==> config.mk <==
export PLATFORM = sky130hd
export DESIGN_NAME = decode_issue_ctrl
export DESIGN_NICKNAME = d
export VERILOG_FILES = /design/src/rtl/decode_issue_ctrl.sv
export SDC_FILE = /design/constraint.sdc
export NUM_CORES = 1
export LEC_CHECK = 0
export BUFFER_PORTS_ARGS = -buffer_cell sky130_fd_sc_hd__buf_2
export CAP_MARGIN = 10
export CORE_UTILIZATION = 43
export DETAILED_ROUTE_END_ITERATION = 8
export PLACE_DENSITY = 0.76
export SLEW_MARGIN = 20
export SYNTH_ARGS = -nofsm -noshare
export SYNTH_HDL_FRONTEND = slang
export SYNTH_SLANG_ARGS = --single-unit
==> constraint.sdc <==
create_clock -name clk -period 3.25 [get_ports clk]
set_input_delay 0.8125 -clock clk [delete_from_list [all_inputs] [get_ports clk]]
set_output_delay 0.8125 -clock clk [all_outputs]
set_load 0.005 [all_outputs]
==> src/rtl/decode_issue_ctrl.sv <==
// decode_issue_ctrl: IF/ID register with load-use stall, flush handling and perf counters.
module decode_issue_ctrl #(
  parameter int XLEN  = 32,
  parameter int CNT_W = 16
) (
  input  logic             clk,
  input  logic             rst,
  input  logic             if_valid,
  input  logic [XLEN-1:0]  if_instr,
  input  logic [XLEN-1:0]  if_pc,
  output logic             if_ready,
  output logic [XLEN-1:0]  id_instr,
  output logic [XLEN-1:0]  id_pc,
  output logic             id_issue,
  input  logic             ex_ready,
  input  logic             ex_valid,
  input  logic             ex_is_load,
  input  logic [4:0]       ex_rd,
  input  logic             flush,
  output logic             illegal_op,
  output logic [CNT_W-1:0] stall_cnt,
  output logic [CNT_W-1:0] flush_cnt
);
  typedef enum logic [1:0] {EMPTY, FULL, STALL} state_t;
  localparam logic [XLEN-1:0] NOP = XLEN'(32'h0000_0013);
  state_t state_q, state_d;
  logic [XLEN-1:0] instr_q, instr_d, pc_q, pc_d;
  logic [CNT_W-1:0] stall_q, stall_d, flush_q, flush_d;
  logic id_valid, use_rs1, use_rs2, hazard, load;
  logic [6:0] op;
  assign op = instr_q[6:0];
  assign id_instr = instr_q;
  assign id_pc = pc_q;
  assign stall_cnt = stall_q;
  assign flush_cnt = flush_q;
  always_comb begin
    id_valid = state_q != EMPTY;
    use_rs2 = op inside {7'h33, 7'h23, 7'h63};
    use_rs1 = use_rs2 | (op inside {7'h03, 7'h13, 7'h67});
    hazard = ex_valid & ex_is_load & (ex_rd != 5'd0) &
             ((use_rs1 & (instr_q[19:15] == ex_rd)) | (use_rs2 & (instr_q[24:20] == ex_rd)));
    id_issue = id_valid & ~hazard & ex_ready & ~flush;
    if_ready = ~id_valid | id_issue | flush;
    illegal_op = id_valid & ~(op inside {7'h03, 7'h23, 7'h63, 7'h13, 7'h33, 7'h67, 7'h17, 7'h37, 7'h6F});
    load = if_valid & if_ready & ~flush;
    state_d = flush ? EMPTY : load ? FULL : (id_issue | ~id_valid) ? EMPTY : hazard ? STALL : FULL;
    instr_d = flush ? NOP : load ? if_instr : id_issue ? NOP : instr_q;
    pc_d = load ? if_pc : pc_q;
    // a flushed cycle is charged to flush_cnt only, never to stall_cnt
    stall_d = (id_valid & ~id_issue & ~flush & ~&stall_q) ? stall_q + CNT_W'(1) : stall_q;
    flush_d = (id_valid & flush & ~&flush_q) ? flush_q + CNT_W'(1) : flush_q;
  end
  always_ff @(posedge clk or posedge rst) begin
    if (rst) begin
      state_q <= EMPTY;
      instr_q <= NOP;
      pc_q <= '0;
      stall_q <= '0;
      flush_q <= '0;
    end else begin
      state_q <= state_d;
      instr_q <= instr_d;
      pc_q <= pc_d;
      stall_q <= stall_d;
      flush_q <= flush_d;
    end
  end
endmodule

# Yosys cells after proc, flatten, opt, wreduce, memory -nomap -nowiden
# Index checks and enable logic that the tools add are counted.
[totals]
register_bits = 98
latch_bits = 0
ram_bits = 0
mem_bits_ro = 0
input_bits = 76
output_inout_bits = 99
elab_cells = 60
mem_count = 0
[classes]
n_addsub = 2
multipliers = 0
n_div = 0
magnitude_cmp = 0
n_eq_ne = 11
shift = 0
n_mux = 7
n_bitwise = 25
n_reduce_logical = 10
[ops]
columns = ["operator", "n"]
rows = [
  ["2-to-1 mux 32 bit", 3],
  ["adder 16 x 1 -> 16 bit (second input constant)", 2],
  ["AND reduction 16 bit", 2],
  ["equality test 7 x 6 -> 1 bit (second input constant)", 3],
  ["equality test 7 bit (second input constant)", 3],
  ["bitwise AND 1 bit", 16],
  ["equality test 7 x 5 -> 1 bit (second input constant)", 2],
  ["equality test 5 bit", 2],
  ["nonzero test 3 bit", 3],
  ["nonzero test 9 bit", 1],
  ["2-to-1 mux 2 bit", 4],
  ["equality test 7 x 2 -> 1 bit (second input constant)", 1],
  ["inverter 1 bit", 5],
  ["nonzero test 5 bit", 1],
  ["bitwise OR 1 bit", 4],
  ["zero test 1 bit", 2],
  ["nonzero test 2 bit", 1],
]

# Depth between registers and ports, before layout
# Gate-level depths: netlist (run 1).
[logic_depth]
depth_word = 16
ltp_mapped = 9
mapped_depth_nobuf = 7

# Worst setup path after synthesis (run 1)
# No wires, ideal clock.
[synth_timing]
kind = "input to output"
from = "input ex_rd[1]"
to = "output id_issue"
arrival_time_ns = 1.819
required_time_ns = 2.438
slack_ns = 0.618
stages = 4
n_path_buf = 0
cell_sequence = "or4_1 > o211ai_1 > o21ai_2 > nor3_1"
[synth_between]
elab_chain_len = 8
word_cells_on_any_way = 12
cone_classes = "eq/ne (2); bitwise (9); reduce/logical (1)"
[synth_rtl]
columns = ["item", "line", "text"]
rows = [
  ["start, declared", "18", "input logic [4:0] ex_rd,"],
  ["equality test 5 bit", "41", "((use_rs1 & (instr_q[19:15] == ex_rd)) | (use_rs2 & (instr_q[24:20] == ex_rd)));"],
  ["bitwise AND 1 bit", "41", ""],
  ["bitwise OR 1 bit", "41", ""],
  ["bitwise AND 1 bit *", "40", "hazard = ex_valid & ex_is_load & (ex_rd != 5'd0) &"],
  ["inverter 1 bit *", "42", "id_issue = id_valid & ~hazard & ex_ready & ~flush;"],
  ["bitwise AND 1 bit * (3 in series)", "42", ""],
  ["end, declared", "14", "output logic id_issue,"],
]
# Mark *: on every way between the ends. The rest lies on a longest branch, timed or not.

# Final worst setup path (run 1)
[layout_timing]
from = "input ex_rd[3]"
to = "output id_issue"
# The elaborated chain is that of the path after synthesis.

==> results.yml, run 1 <==
sta:
  slew_headroom_pct: 56.66
  skew_ns: 0.01750
  worst_slew_pin_slew_ns: 0.6478
  min_period_over_period_pct: 91.42
  timing_hold_violations_final: 0
  setup_tns_ns: 0
  rsz0062_at_grt: "false"
  slew_viol_final: 0
  period_minus_slack_ns: 2.971
  setup_viol: 0
  fmax_mhz: 336.6
  hold_slack_ns: 0.4943
clock_tree:
  post_cts_resized: 0
  cts_setup_buffers: 0
  htreeDepth: 3
  clk_transition_reported_paths_ns: 0.09
  cts_buffers: 9
  clock_path_buffers: 2
  root_buffer: "clkbuf_8"
  clk_latency_ns: 0.36
  clock_sinks: 98
  cts_tree: "done"
  cts_hold_buf: 0
power_and_ir_drop:
  switching_share_pct: 26.99
  switchingPower_w: 0.0007585
  power_density_nw_per_um2: 520.5
  p_int_w: 0.002052
  power.total_w: 0.002810
  peakVddDrop_uv: 316.4
  p_leak_nw: 2.752
  p_comb_share_pct: 17.8
  clock_power_share_pct: 28.9
  power_frac_seq_pct: 53.3
global_route:
  first_global_vias: 3170
  grt_pass1_wl_um: 15090
  grt_max_degree: 99
  antenna_found_initial: 2
  overflow: 0
  grt_usage_pct: 19.13
floorplan:
  core_um2: 9328
  rows: 35
  dieArea_um2: 10150
  start_util_pct: 44.95
  die_h_um: 100.7
  die_w_um: 100.7
  boundaryPins: 175
route:
  wl_per_cell_um: 14.87
  drt-vias-per-instance: 4.963
  drc: 0
  drtPass1Iterations: 4
  wl_um: 9221
  ant_nets: 0
  vias: 3077
  first_iter_violations: 91
layout:
  multiInputGateArea_um2: 1589
  fill_cells: 813
  seqCellArea_um2: 2456
  layout-drive-gt1-share_pct: 55.10
  finalNetCount: 563
  fin_util_pct: 57.88
  area_growth_pct: 28.77
worst_setup_path:
  crit_fanout: 5
  path_class: "primary input to primary output"
  max_stage_delay_ns: 0.34
  cp-end-kind: "primary output"
  reg2reg_to: "stall_cnt[1]$_DFFE_PP0P_"
  critPathMostFrequentCell: "buf_2"
  cp_slowest_cell: "nor4_1"
  crit_path_end: "id_issue"
  reg2reg_from: "id_instr[0]$_DFFE_PP1P_"
  worst_ep_required_time_ns: 2.44
  path_cells: "buf_2, xor2_1, nor4_1, a22oi_2, o21ai_2, nor3_1, buf_2"
  crit_start: "ex_rd[3]"
  r2r_slack_ns: 0.90
  arrival_ns: 2.16
  rr_worst_depth: 7
  cp-start-kind: "primary input"
synth:
  synth_area_leaders: "dfrtp_1, mux2_2, a22o_2"
  synth_cell_types: 43
  yosysTopAreaCell: "dfrtp_1"
  synth_seq_area_share_pct: 58.58
  ys_warn_count: 0
  ys_ff_latch: 98
  synth-edff-count: 0
  synth_nets: 389
  netlist_instances: 311
  synth_top_area_share_pct: 56.70
  ys_async_sr_fraction_pct: 100.0
  syn_avg_cell_area_um2: 13.48
  netlist_area_um2: 4193
  synth_ff_type: "dfrtp_1"
  synth_most_common_cell: "dfrtp_1"
  synthTopCellsByCount: "dfrtp_1, mux2_2, a22o_2"
job:
  cap_violations: 0
min_path:
  min_path_type: "flop to flop"
place:
  gp_congestion: 0.7700
  numPortBuffers: 174
  hpwl_um: 6662
run_status:
  status: "finished clean"
-- critical path: cells and delay by family --
family	cells	cell delay, ns
AND/OR/NAND/NOR	2	0.41
AO/OA/AOI/OAI	2	0.49
buffers and inverters	2	0.27
XOR/XNOR	1	0.16
-- sequential cells by signal, summed over array words and instances (netlist names) --
| signal | cells |
|---|---|
| id_instr | 32 |
| flush_cnt | 16 |
| stall_cnt | 16 |
| id_pc | 32 |
| state_q | 2 |
-- cell usage in the layout, fill, tap and decap left out, types with 3 or more instances in the layout --
cell type    n
nand4_1     10
a22o_2      28
and3_1       6
a21oi_1      3
mux2_2      34
nand2_1     10
dfrtp_1     95
a21o_1       3
dfstp_2      3
clkbuf_8    11
nand3_1     12
nor3_1       5
xor2_1      12
buf_2      174
xnor2_1     27
nor2_1       5
and4_1       5
a22oi_1      3
inv_1        8
buf_12       3
-- metrics by stage --
stage                     setup WS (ns)  instance area [um^2]  cells
after floorplan                  0.6182                  4197    311
after global placement           0.2664                  5190    603
after detailed placement         0.2512                  5190    603
after CTS                        0.2417                  5396    619
after global routing             0.1004                  5399    620
final                            0.2789                  5399    620
-- routing by layer --
layer,vias to the layer above,GRT usage (%),wire length (um)
met5,-,0,0
met4,0,7.023,140
met3,12,5.617,677
met2,112,32.30,4456
met1,1492,23.27,3948
li1,1461,-,-
-- logic make-up after synthesis --
kind of cell,share of synthesized area (%)
compound gates,10.98
xor+xnor,8.147
fa+ha+maj,0.5967
buf+inv,3.700
flops,58.58
mux,9.132
simple gates,8.863
-- power by group through the flow --
stage                     combinational [W]  clock [W]  sequential [W]
final                              0.000500   0.000812         0.00150
after global routing               0.000563   0.000878         0.00153
after CTS                          0.000511   0.000847         0.00150
after detailed placement           0.000510          0         0.00152
after global placement             0.000495          0         0.00151
after floorplan                    0.000248          0         0.00152
-- area by class of cell --
class                      instances  area share, %
sequential                        98          45.49
clock buffer                      12          2.874
clock inverter                     4         0.9502
antenna                            1        0.04635
tap                              129          2.990
inverter                           9         0.6952
timing repair buffer             179          17.52
multi-input combinational        188          29.43
-- worst min path at each step --
stage / cells after the start / to / startpoint
floorplan: 1 / stall_cnt[8]$_DFFE_PP0P_ / stall_cnt[8]$_DFFE_PP0P_
global placement: 1 / stall_cnt[8]$_DFFE_PP0P_ / stall_cnt[8]$_DFFE_PP0P_
detailed placement: 1 / stall_cnt[8]$_DFFE_PP0P_ / stall_cnt[8]$_DFFE_PP0P_
CTS: 1 / stall_cnt[7]$_DFFE_PP0P_ / stall_cnt[7]$_DFFE_PP0P_
global route: 1 / id_instr[28]$_DFFE_PP0P_ / id_instr[28]$_DFFE_PP0P_
finish: 1 / stall_cnt[7]$_DFFE_PP0P_ / stall_cnt[7]$_DFFE_PP0P_
Note: power is estimated with default switching activity, not from simulation.
==> run 2, diff against run 1 <==
--- a/config.mk
+++ b/config.mk
@@ -7,6 +7,7 @@
 export LEC_CHECK = 0
 export BUFFER_PORTS_ARGS = -buffer_cell sky130_fd_sc_hd__buf_2
 export CAP_MARGIN = 10
+export CORE_MARGIN = 2
 export CORE_UTILIZATION = 43
 export DETAILED_ROUTE_END_ITERATION = 8
 export PLACE_DENSITY = 0.76
==> run 2 against run 1 <==
Effect of this change: clock power decreased by 12%; combinational power rose by 1%; utilization decreased by 2.0 points; sequential share of layout area grew 0.13 points; global-route usage shrank 1.4 points; sequential power about the same; clock-buffer cell count fell by 1; largest cell class unchanged; clock skew shrank 0.0059 ns.
==> results.yml, run 2 (synthesis results as in run 1) <==
sta:
  fmax_mhz: 330.3
  slew_viol_final: 0
  timing_hold_violations_final: 0
  setup_tns_ns: 0
  worst_slew_pin_slew_ns: 0.6506
  period_minus_slack_ns: 3.028
  rsz0062_at_grt: "false"
  slew_headroom_pct: 56.47
  skew_ns: 0.01163
  min_period_over_period_pct: 93.16
  setup_viol: 0
  fin_ws_ns: 0.2222
clock_tree:
  clk_transition_reported_paths_ns: 0.09
  clock_sinks: 98
  cts_hold_buf: 0
  root_buffer: "clkbuf_8"
  cts_buffers: 9
  clk_latency_ns: 0.35
  post_cts_resized: 0
  clock_path_buffers: 2
  htreeDepth: 3
  cts_setup_buffers: 0
  cts_tree: "done"
worst_setup_path:
  r2r_slack_ns: 0.88
  path_class: "primary input to primary output"
  cp-end-kind: "primary output"
  crit_start: "ex_rd[3]"
  crit_fanout: 5
  worst_ep_required_time_ns: 2.44
  reg2reg_to: "stall_cnt[1]$_DFFE_PP0P_"
  reg2reg_from: "id_instr[0]$_DFFE_PP1P_"
  cp-start-kind: "primary input"
  arrival_ns: 2.22
  rr_worst_depth: 7
route:
  ant_nets: 0
  first_iter_violations: 62
  drt-vias-per-instance: 4.992
  drtPass1Iterations: 4
  wl_um: 9230
  vias: 3100
  wl_per_cell_um: 14.86
  drc: 0
global_route:
  antenna_found_initial: 0
  overflow: 0
  grt_usage_pct: 17.71
  grt_pass1_wl_um: 14620
  first_global_vias: 3100
  grt_max_degree: 65
power_and_ir_drop:
  switchingPower_w: 0.0007273
  p_leak_nw: 2.744
  p_int_w: 0.001997
  power_density_nw_per_um2: 506.0
  switching_share_pct: 26.70
  peakVddDrop_uv: 296.6
  clock_power_share_pct: 26.3
  p_comb_share_pct: 18.6
  power_frac_seq_pct: 55.1
floorplan:
  die_h_um: 102.7
  core_um2: 9639
  dieArea_um2: 10560
  boundaryPins: 175
  start_util_pct: 43.50
  die_w_um: 102.7
  rows: 36
job:
  cap_violations: 0
layout:
  final_cell_mix: "buf_2, dfrtp_1, mux2_2, a22o_2, xnor2_1"
  finalNetCount: 565
  mostFrequentLayoutCell: "buf_2"
  antenna_cells: 0
  layout-drive-gt1-share_pct: 54.71
  area_growth_pct: 28.41
place:
  pre_cts_slack_ns: 0.2181
  numPortBuffers: 174
  gp_congestion: 0.8065
  hpwl_um: 6785
min_path:
  min_path_type: "primary input to asynchronous set/reset pin"
run_status:
  status: "finished clean"
## run 2: cell count changes in the layout (fill, tap and decap cells not counted), sizes merged
cell	before	now
buf	179	181
clkbuf	12	11
clkinv	2	0
clkinvlp	2	1
diode	1	0
## run 2: power by group through the flow
stage,combinational (W),sequential [W],clock (W)
6_report,0.000507,0.00150,0.000717
3_5_place_dp,0.000515,0.00152,0
5_1_grt,0.000564,0.00153,0.000790
4_1_cts,0.000516,0.00150,0.000742
2_1_floorplan,0.000248,0.00152,0
3_3_place_gp,0.000497,0.00151,0
## run 2: layer usage
layer / routed length, um / GRT usage (%)
met5: 0 / 0
met4: 185 / 8.300
met3: 591 / 3.932
met2: 4454 / 28.96
met1: 3999 / 22.51
## run 2: worst max-delay path, stage by stage
cell	delay (ns)
buf_2	0.12
xor2_1	0.17
nor4_1	0.38
a22oi_2	0.15
o21ai_2	0.35
nor3_1	0.07
buf_2	0.15
## run 2: area by class of cell
class                           count  area [um^2]
Tap cell                          133        166.4
Timing Repair Buffer              181        973.4
Sequential cell                    98         2456
Clock inverter                      1        30.03
Clock buffer                       11        131.4
Fill cell                         842         4255
Multi-Input combinational cell    188         1589
Inverter                            9        37.54
## run 2: how the worst max path moves through the flow
stage	cells after the start	slack [ns]	endpoint
final	7	0.22	id_issue
after CTS	7	0.22	id_issue
after global placement	7	0.29	id_issue
after global routing	7	0.11	if_ready
after detailed placement	7	0.22	if_ready
after floorplan	4	0.62	id_issue
## run 2: stage by stage
stage	power [W]	instance area [um^2]	utilization, %	hold WS [ns]	std cells
floorplan	0.001767	4197	-	0.4803	311
global placement	0.002012	5202	53.97	0.4727	608
detailed placement	0.002038	5202	53.97	0.4801	608
CTS	0.002760	5364	55.65	0.4948	620
global route	0.002881	5384	55.85	0.4168	621
finish	0.002724	5384	55.85	0.4101	621
==> run 3, diff against run 2 <==
--- a/config.mk
+++ b/config.mk
@@ -7,10 +7,12 @@
 export LEC_CHECK = 0
 export BUFFER_PORTS_ARGS = -buffer_cell sky130_fd_sc_hd__buf_2
 export CAP_MARGIN = 10
+export CELL_PAD_IN_SITES_DETAIL_PLACEMENT = 1
+export CELL_PAD_IN_SITES_GLOBAL_PLACEMENT = 1
 export CORE_MARGIN = 2
-export CORE_UTILIZATION = 43
+export CORE_UTILIZATION = 33
 export DETAILED_ROUTE_END_ITERATION = 8
-export PLACE_DENSITY = 0.76
+export PLACE_DENSITY_LB_ADDON = 0.1
 export SLEW_MARGIN = 20
 export SYNTH_ARGS = -nofsm -noshare
 export SYNTH_HDL_FRONTEND = slang
==> run 3 against run 2 <==
Effect of this change: clock skew decreased by 0.0056 ns; sequential power about the same; flip-flop and latch count unchanged; total power increased by 13%; fmax decreased by 1.7%; combinational power about the same; largest power group unchanged; routed wire length increased by 15%; critical path depth unchanged; largest cell class unchanged; non-clock buffer count decreased by 1; clock-buffer cell count decreased by 1.
==> results.yml, run 3 (synthesis results as in run 1) <==
clock_tree:
  clk_transition_reported_paths_ns: 0.06
  cts_tree: "done"
  cts_hold_buf: 0
  post_cts_resized: 0
  cts_buffers: 9
  htreeDepth: 3
  clock_path_buffers: 2
  root_buffer: "clkbuf_16"
  clock_sinks: 98
  cts_setup_buffers: 0
  clk_latency_ns: 0.34
worst_setup_path:
  worst_ep_required_time_ns: 2.44
  path_class: "primary input to primary output"
  reg2reg_from: "id_instr[4]$_DFFE_PP1P_"
  crit_fanout: 5
  cp-start-kind: "primary input"
  max_stage_delay_ns: 0.42
  cp-end-kind: "primary output"
  critPathMostFrequentCell: "buf_2"
  cp_slowest_cell: "nor4_1"
  arrival_ns: 2.27
  r2r_slack_ns: 0.82
  crit_start: "ex_rd[3]"
  path_cells: "buf_2, xor2_1, nor4_1, a22oi_2, o21ai_2, nor3_1, buf_2"
sta:
  slew_headroom_pct: 56.26
  min_period_over_period_pct: 94.81
  skew_ns: 0.006055
  rsz0062_at_grt: "false"
  fmax_mhz: 324.5
  worst_slew_pin_slew_ns: 0.6536
  period_minus_slack_ns: 3.081
  hold_slack_ns: 0.4928
  setup_tns_ns: 0
  slew_viol_final: 0
  setup_viol: 0
  timing_hold_violations_final: 0
floorplan:
  die_w_um: 116.7
  core_um2: 12520
  die_h_um: 116.7
  start_util_pct: 33.50
  dieArea_um2: 13620
  boundaryPins: 175
  rows: 41
place:
  gp_congestion: 0.7674
  dp_cells: 647
  hpwl_um: 7761
  numPortBuffers: 174
min_path:
  worstHoldStart: "stall_cnt[14]$_DFFE_PP0P_"
  min_path_type: "flop to flop"
route:
  wl_met1_um: 4536
  vias: 3124
  routed.top_layer: "met4"
  dr_wl_met2_um: 4999
  dr_wl_met3_um: 830
  drt-vias-per-instance: 4.726
  first_iter_violations: 92
  drc: 0
  wl_um: 10570
  drtPass1Iterations: 4
  wl_per_cell_um: 15.99
  ant_nets: 0
global_route:
  antenna_found_initial: 0
  grt_pass1_wl_um: 16900
  first_global_vias: 3272
  overflow: 0
  grt_usage_pct: 16.21
  grt_max_degree: 53
power_and_ir_drop:
  switching_share_pct: 26.14
  p_comb_share_pct: 16.6
  p_leak_nw: 2.794
  clock_power_share_pct: 34.6
  power_frac_seq_pct: 48.8
  power.total_w: 0.003070
  power_density_nw_per_um2: 552.4
  switchingPower_w: 0.0008026
  p_int_w: 0.002267
  peakVddDrop_uv: 225.0
layout:
  mostFrequentLayoutCell: "buf_2"
  area_growth_pct: 32.53
  layout-drive-gt1-share_pct: 55.21
  finalNetCount: 564
  fill_cells: 1395
  antenna_cells: 0
  stdcell_count: 661
  final_cell_mix: "buf_2, dfrtp_1, mux2_2, a22o_2, xnor2_1"
run_status:
  status: "finished clean"
job:
  cap_violations: 0
-- run 3: cell count changes in the layout (fill, tap and decap cells not counted), sizes merged --
| cell | before | now |
|---|---|---|
| clkinvlp | 1 | 3 |
| clkinv | 0 | 1 |
| buf | 181 | 180 |
| clkbuf | 11 | 10 |
-- run 3: worst paths after layout --
path	depth (start not counted)	endpoint
worst min register to register	1	stall_cnt[14]$_DFFE_PP0P_
worst max-delay path	7	id_issue
min in group asynchronous	2	stall_cnt[10]$_DFFE_PP0P_
max in group asynchronous	3	id_instr[4]$_DFFE_PP1P_
worst min-delay path	1	stall_cnt[14]$_DFFE_PP0P_
worst max register to register	7	stall_cnt[1]$_DFFE_PP0P_
-- run 3: routing by layer --
| metal | vias up | track usage (%) |
|---|---|---|
| met2 | 105 | 25.90 |
| met4 | 0 | 6.824 |
| li1 | 1458 | - |
| met3 | 14 | 5.397 |
| met1 | 1547 | 20.16 |
| met5 | - | 0 |
-- run 3: per-stage QoR --
step,utilization (%),setup slack (ns),cell area (um^2)
CTS,44.39,0.1423,5557
global route,44.39,0.01823,5557
floorplan,-,0.6182,4197
finish,44.39,0.1685,5557
detailed placement,42.05,0.1503,5264
global placement,42.05,0.2422,5264
-- run 3: worst max-delay path, delay by kind of cell --
family,cells,cell delay (ns)
AO/OA/AOI/OAI,2,0.53
AND/OR/NAND/NOR,2,0.49
buffers and inverters,2,0.28
XOR/XNOR,1,0.16
-- run 3: area by class of cell --
cell class	count	area (um^2)	area share (%)
repair buffers	180	965.9	17.38
clock inverters	4	53.80	0.9683
inverters	9	37.54	0.6755
flip-flops and latches	98	2456	44.20
well taps	172	215.2	3.873
clock buffers	10	239.0	4.301
multi-input cells	188	1589	28.60
-- run 3: power groups by stage --
| stage | registers (W) | logic [W] | clock network [W] |
|---|---|---|---|
| after floorplan | 0.00152 | 0.000248 | 0 |
| after global placement | 0.00152 | 0.000515 | 0 |
| after detailed placement | 0.00152 | 0.000524 | 0 |
| after CTS | 0.00150 | 0.000524 | 0.00110 |
| after global routing | 0.00152 | 0.000571 | 0.00116 |
| final | 0.00150 | 0.000509 | 0.00106 |
